**config.mk**
```make
export PLATFORM = sky130hd
export DESIGN_NAME = dmem_arbiter
export DESIGN_NICKNAME = d
export VERILOG_FILES = /design/src/rtl/gambling_pkg.sv /design/src/rtl/dmem_arbiter_starve_counter.sv /design/src/rtl/dmem_arbiter.sv
export SDC_FILE = /design/constraint.sdc
export NUM_CORES = 1
export LEC_CHECK = 0
export BUFFER_PORTS_ARGS = -buffer_cell sky130_fd_sc_hd__buf_2
export CAP_MARGIN = 20
export CORE_AREA = 2 2 103 105
export CTS_CLUSTER_SIZE = 30
export DETAILED_ROUTE_END_ITERATION = 16
export DIE_AREA = 0 0 105 107
export GPL_ROUTABILITY_DRIVEN = 0
export PLACE_DENSITY = 0.65
export RECOVER_POWER = 50
export SYNTH_ARGS = -nofsm -noshare
export SYNTH_HDL_FRONTEND = slang
export SYNTH_SLANG_ARGS = --single-unit
```
**constraint.sdc**
```tcl
create_clock -name clk -period 2.8 [get_ports clk]
set_clock_uncertainty 0.2 [all_clocks]
set_input_delay 0 -clock clk [delete_from_list [all_inputs] [get_ports clk]]
set_output_delay 0 -clock clk [all_outputs]
set_load 0.005 [all_outputs]
```
**src/rtl/gambling_pkg.sv**
```systemverilog
// Shared definitions for the Gambling_Tec data-memory subsystem.
//   - req_e     : requester identifiers used for grants and read-return tags
//   - DATA_W    : data-memory word width
//   - *_ADDR    : word addresses used by the keyboard, counter and video paths
//   - SYM_*     : word addresses of the three symbol bitmaps fetched by video
//   - rr_other  : returns the round-robin peer of a KBD/VGA requester
package gambling_pkg;

    typedef enum logic [1:0] {
        REQ_CPU = 2'd0,
        REQ_KBD = 2'd1,
        REQ_VGA = 2'd2
    } req_e;

    localparam int DATA_W   = 32;

    localparam int KBD_ADDR = 10;
    localparam int CNT_ADDR = 16;
    localparam int VGA_ADDR = 32;
    localparam int SYM_A    = 32'h1030;
    localparam int SYM_B    = 32'h1040;
    localparam int SYM_C    = 32'h1050;

    // After serving one of the two round-robin requesters, the pointer
    // moves to the other one.
    function automatic req_e rr_other(input req_e granted);
        return (granted == REQ_KBD) ? REQ_VGA : REQ_KBD;
    endfunction

endpackage

```
**src/rtl/dmem_arbiter_starve_counter.sv**
```systemverilog
// starve_counter: saturating wait counter for one low-priority requester.
//   clk       : system clock
//   rst       : asynchronous active-low reset
//   i_req     : requester is asking for the memory port
//   i_gnt     : requester was granted this cycle
//   o_starved : counter has reached MAX_WAIT; the requester must win next
module starve_counter #(
    parameter int MAX_WAIT = 8
) (
    input  logic clk,
    input  logic rst,
    input  logic i_req,
    input  logic i_gnt,
    output logic o_starved
);

    localparam int            CW  = $clog2(MAX_WAIT + 1);
    localparam logic [CW-1:0] SAT = CW'(MAX_WAIT);

    logic [CW-1:0] r_cnt;

    // Counts consecutive cycles of an outstanding, ungranted request.
    // Dropping the request or being served restarts the count.
    always_ff @(posedge clk or negedge rst) begin
        if (!rst) begin
            r_cnt <= '0;
        end else if (!i_req || i_gnt) begin
            r_cnt <= '0;
        end else if (r_cnt != SAT) begin
            r_cnt <= r_cnt + CW'(1);
        end
    end

    assign o_starved = (r_cnt == SAT);

endmodule

```
**src/rtl/dmem_arbiter.sv**
```systemverilog
// dmem_arbiter: shares the single data-RAM port among CPU, KBD and VGA.
//   Requester ports (x = cpu, kbd, vga):
//     x_req/x_we/x_addr/x_wdata : access request, held until granted
//     x_gnt                     : request accepted this cycle
//     x_rvalid                  : read data for x is on rdata this cycle
//   rdata     : shared read-return bus, 0 when no read returns
//   cpu_stall : CPU is requesting but not granted
//   mem_*     : synchronous RAM port; mem_rdata is valid the cycle after mem_en
//
// Handshake: a requester raises x_req with its command and keeps it stable
// until it sees x_gnt in the same cycle; that cycle (x_req & x_gnt) is the
// transfer. Read data follows exactly one cycle later with x_rvalid.
//
// CPU has fixed priority except when a KBD/VGA request has waited MAX_WAIT
// cycles; KBD and VGA share the remaining slots by round robin.
module dmem_arbiter
    import gambling_pkg::*;
#(
    parameter int ADDR_W   = 13,
    parameter int DEPTH    = 8192,
    parameter int MAX_WAIT = 8
) (
    input  logic              clk,
    input  logic              rst,

    input  logic              cpu_req,
    input  logic              cpu_we,
    input  logic [ADDR_W-1:0] cpu_addr,
    input  logic [DATA_W-1:0] cpu_wdata,
    output logic              cpu_gnt,
    output logic              cpu_rvalid,

    input  logic              kbd_req,
    input  logic              kbd_we,
    input  logic [ADDR_W-1:0] kbd_addr,
    input  logic [DATA_W-1:0] kbd_wdata,
    output logic              kbd_gnt,
    output logic              kbd_rvalid,

    input  logic              vga_req,
    input  logic              vga_we,
    input  logic [ADDR_W-1:0] vga_addr,
    input  logic [DATA_W-1:0] vga_wdata,
    output logic              vga_gnt,
    output logic              vga_rvalid,

    output logic [DATA_W-1:0] rdata,
    output logic              cpu_stall,

    output logic              mem_en,
    output logic              mem_we,
    output logic [ADDR_W-1:0] mem_addr,
    output logic [DATA_W-1:0] mem_wdata,
    input  logic [DATA_W-1:0] mem_rdata
);

    // One extra bit so DEPTH == 2**ADDR_W is representable.
    localparam logic [ADDR_W:0] DEPTH_CMP = (ADDR_W + 1)'(DEPTH);

    req_e              r_rr;        // next KBD/VGA winner when both contend
    req_e              r_owner;     // requester of the read in flight
    logic              r_rd_pend;   // a read was accepted last cycle
    logic              r_oor;       // that read was out of range

    logic              w_kbd_starved;
    logic              w_vga_starved;
    logic              w_sk;
    logic              w_sv;
    logic              w_any;
    req_e              w_sel;
    logic              w_we;
    logic [ADDR_W-1:0] w_addr;
    logic [DATA_W-1:0] w_wdata;
    logic              w_in_range;

    starve_counter #(.MAX_WAIT(MAX_WAIT)) u_kbd_wait (
        .clk       (clk),
        .rst       (rst),
        .i_req     (kbd_req),
        .i_gnt     (kbd_gnt),
        .o_starved (w_kbd_starved)
    );

    starve_counter #(.MAX_WAIT(MAX_WAIT)) u_vga_wait (
        .clk       (clk),
        .rst       (rst),
        .i_req     (vga_req),
        .i_gnt     (vga_gnt),
        .o_starved (w_vga_starved)
    );

    // Winner selection. Everything is gated by rst so that no grant, and
    // hence no RAM write, can escape while reset is asserted.
    always_comb begin
        w_any = 1'b0;
        w_sel = REQ_CPU;
        w_sk  = kbd_req & w_kbd_starved;
        w_sv  = vga_req & w_vga_starved;
        if (!rst) begin
            w_any = 1'b0;
        end else if (w_sk && w_sv) begin
            w_any = 1'b1;
            w_sel = r_rr;
        end else if (w_sk) begin
            w_any = 1'b1;
            w_sel = REQ_KBD;
        end else if (w_sv) begin
            w_any = 1'b1;
            w_sel = REQ_VGA;
        end else if (cpu_req) begin
            w_any = 1'b1;
            w_sel = REQ_CPU;
        end else if (kbd_req && vga_req) begin
            w_any = 1'b1;
            w_sel = r_rr;
        end else if (kbd_req) begin
            w_any = 1'b1;
            w_sel = REQ_KBD;
        end else if (vga_req) begin
            w_any = 1'b1;
            w_sel = REQ_VGA;
        end
    end

    assign cpu_gnt   = w_any && (w_sel == REQ_CPU);
    assign kbd_gnt   = w_any && (w_sel == REQ_KBD);
    assign vga_gnt   = w_any && (w_sel == REQ_VGA);
    assign cpu_stall = rst & cpu_req & ~cpu_gnt;

    // Command of the granted requester.
    always_comb begin
        w_we    = 1'b0;
        w_addr  = '0;
        w_wdata = '0;
        case (w_sel)
            REQ_CPU: begin
                w_we    = cpu_we;
                w_addr  = cpu_addr;
                w_wdata = cpu_wdata;
            end
            REQ_KBD: begin
                w_we    = kbd_we;
                w_addr  = kbd_addr;
                w_wdata = kbd_wdata;
            end
            REQ_VGA: begin
                w_we    = vga_we;
                w_addr  = vga_addr;
                w_wdata = vga_wdata;
            end
            default: begin
                w_we    = 1'b0;
                w_addr  = '0;
                w_wdata = '0;
            end
        endcase
    end

    assign w_in_range = ({1'b0, w_addr} < DEPTH_CMP);

    // Out-of-range accesses never reach the RAM; the port rests at zero.
    assign mem_en    = w_any & w_in_range;
    assign mem_we    = mem_en & w_we;
    assign mem_addr  = mem_en ? w_addr  : '0;
    assign mem_wdata = mem_en ? w_wdata : '0;

    always_ff @(posedge clk or negedge rst) begin
        if (!rst) begin
            r_rr      <= REQ_KBD;
            r_owner   <= REQ_CPU;
            r_rd_pend <= 1'b0;
            r_oor     <= 1'b0;
        end else begin
            if (w_any && (w_sel != REQ_CPU)) begin
                r_rr <= rr_other(w_sel);
            end
            r_rd_pend <= w_any & ~w_we;
            r_owner   <= w_sel;
            r_oor     <= ~w_in_range;
        end
    end

    assign cpu_rvalid = r_rd_pend && (r_owner == REQ_CPU);
    assign kbd_rvalid = r_rd_pend && (r_owner == REQ_KBD);
    assign vga_rvalid = r_rd_pend && (r_owner == REQ_VGA);
    assign rdata      = (r_rd_pend && !r_oor) ? mem_rdata : '0;

endmodule

```
==> metrics <==
DRC=0; Tcrit/Tclk final=97.30%; CP peak stage delay=0.55 ns; CTS tree=done; fraction of registers with async set/reset=100.0%; power density cells=244.3 nW/um^2; Vert. Die Dim=around 110 microns; maximum vdd drop=0.0001235 V; clk sink count=13; gate count after technology mapping=between 200 and 250; most common cell after layout, fill and taps aside=buf_2; most common flop cell mapped by yosys=dfrtp_1; Die ar.=11240 sq um; final standard cell area without fillers=about 3600 sq um; standard cell area after detailed placement=3388 sq um; number of global-route vias before repair=2553; utilization of the core after routing=35.23%; actual transition at the worst max-transition pin=0.6581 ns; critical path buffer and inverter count=2; Num CTS Buffers=3; Post-Route Setup TNS=0 ns; critical path required time=2.72 ns; category of the most critical setup path=register to register; max frequency=~0.37 GHz; slowest stage cell on the critical path=dlygate4sd3_1; die outline width=~110 microns; share of post-route cells with drive strength above 1=57.64%; Antenna diodes=0; top library cells by usage in the layout, fill and taps aside=buf_2, mux2i_1, o2bb2ai_1, and2_1, dfrtp_1; Tot GR Track Use=12.81%; leak pwr=2.155 nW; maximum number of pins on one net before global-route repair=46; Slew Limit Headroom=56.13%; total power=0.8687 mW; Switching Power=0.2953 mW; number of max-cap violations=0; CP endpoint kind=register; routed length per placed instance=12.97 microns; overflow left after global routing=0; number of antenna violations at the first check in global routing=1; share of total power in sequential cells=roughly a quarter; internal power=0.5734 mW; crit start category=register; FF+latch count, synth=13; worst-skew pair later-pin latency=0.24 ns; final wirelength=8044 microns; CP Max Fanout=7; number of DRC markers in iteration 0=77; vias after detailed routing=2711; ports placed on the boundary=261; Layout area overhead=82.88%; number of nets in the synthesized netlist=400; Final nets=about 660; number of pins with negative max-slew slack in the final report=0; logic gate share of total power=54.0%; number of nets with antenna violations after detailed routing=0; number of detailed-route iterations in the first pass=4; deepest clock path buffer count=2; core area=10090 sq um; HPWL Detailed=6629 microns; worst min-delay path category=primary input to asynchronous set/reset pin; drt via density=roughly 4.4; number of H-tree levels=1; clock transition time at the flip-flop clock pins of the worst setup and hold paths=0.05 ns; number of hold violations in the final report=0; number of flops mapped to enable cells by yosys=0; cell type group with the largest total delay on the critical path=buffers and inverters; portion of the post-synthesis area used by sequential elements=between 10% and 20%; final setup violation count=0; floorplan row count=37; outcome=complete, no violations; wire length of the first global-routing pass=12100 microns; cells along the critical path=inv_1, ha_4, and4b_2, nor4b_4, o31ai_4, mux2i_2, a31o_2, dlygate4sd3_1; final period demand of the worst path=between 2 and 3 ns; count of buffers inserted at the top-level ports=260; switching share of power=33.99%; critical path data arrival time=2.65 ns; Netlist Area Pre-Place=1944 sq um; Avg Cell Area, Syn=8.798 sq um; count of synthesis-stage warnings from yosys=0; effective utilization at floorplan=19.27%; cell at the root of the clock tree=clkbuf_8; Clk network pwr share=19.3%; number of distinct standard cells referenced by the synthesized netlist=34
flip-flops by register name (all words and copies together) (netlist names):
signal	cells
r_rd_pend	1
r_owner	2
u_vga_wait.r_cnt	4
u_kbd_wait.r_cnt	4
r_rr	2
through the flow:
stage               setup slack (ns)  hold WS (ns)  instances
CTS                          0.01576       0.01668        616
detailed placement            0.2096       -0.2569        604
global placement              0.3228       -0.2620        604
global route                -0.02213       0.04110        620
floorplan                     0.5367       -0.4956        221
finish                       0.07560       0.01277        620
worst paths after layout:
kind	startpoint	to	slack, ns	depth (start not counted)
worst min register to register	r_rr[0]	r_rr[0]	0.28	2
max in group asynchronous	rst	r_rr[0]	2.07	2
worst max-delay path	u_kbd_wait.r_cnt[1]	r_rd_pend	0.08	8
min in group clk	mem_rdata[20]	rdata[20]	0.07	3
worst min-delay path	rst	u_vga_wait.r_cnt[3]	0.01	2
worst max register to register	u_kbd_wait.r_cnt[1]	r_rd_pend	0.08	8
area by class of cell:
| cell class | instances | area [sq um] |
|---|---|---|
| Fill cell | 1111 | 6536 |
| Sequential cell | 13 | 326.6 |
| Inverter | 7 | 28.78 |
| Timing Repair Buffer | 278 | 1479 |
| Multi-Input combinational cell | 182 | 1506 |
| Clock buffer | 4 | 45.04 |
| Tap cell | 136 | 170.2 |
metal layers:
layer / share of wire [%] / up-vias / GRT usage, % / routed length [microns]
li1: - / 1348 / - / -
met1: 40 / 1223 / 15.40 / 3189
met2: 53 / 136 / 24.68 / 4285
met3: 6.8 / 4 / 1.581 / 549
met4: 0.25 / 0 / 1.905 / 20
met5: 0 / - / 0 / 0
cell usage after synthesis, types with 2 or more instances:
cell / n / share of area (%)
mux2i_1: 47 / 24
o2bb2ai_1: 45 / 20
and2_1: 32 / 10
dfrtp_1: 12 / 15
nor2_1: 8 / 1.5
clkbuf_1: 7 / 1.4
inv_1: 7 / 1.4
nand2_1: 7 / 1.4
buf_2: 6 / 1.5
buf_6: 6 / 3.5
a21oi_1: 4 / 1.0
ha_1: 4 / 2.6
nor3b_1: 4 / 1.5
nor3_1: 3 / 0.77
xnor2_1: 3 / 1.4
and3b_1: 2 / 0.90
nand2b_1: 2 / 0.64
nand3_1: 2 / 0.51
nand3b_1: 2 / 0.77
nor4b_2: 2 / 1.5
o21ai_0: 2 / 0.51
xor2_1: 2 / 0.90
kinds of logic after synthesis:
group / after synthesis / synth area share, %
compound gates: 57 / 24.33
xor+xnor: 5 / 2.253
fa+ha+maj: 4 / 2.574
buf+inv: 26 / 7.722
flops: 13 / 16.80
mux: 47 / 24.20
simple gates: 69 / 22.14
power groups by stage:
stage,registers [mW],logic (mW),clock network [mW]
after floorplan,0.225,0.212,0
after global placement,0.234,0.442,0
after detailed placement,0.235,0.450,0
after CTS,0.232,0.461,0.176
after global routing,0.237,0.517,0.182
final,0.232,0.469,0.168
repair_timing:
action	CTS	global route
hold buffers	5	0
resized for setup	1	8
setup buffers	3	4
endpoints found under the hold margin	20	0
endpoints found under the setup margin	38	40
pin swaps	0	3
Power figures use the tool's default switching activity.
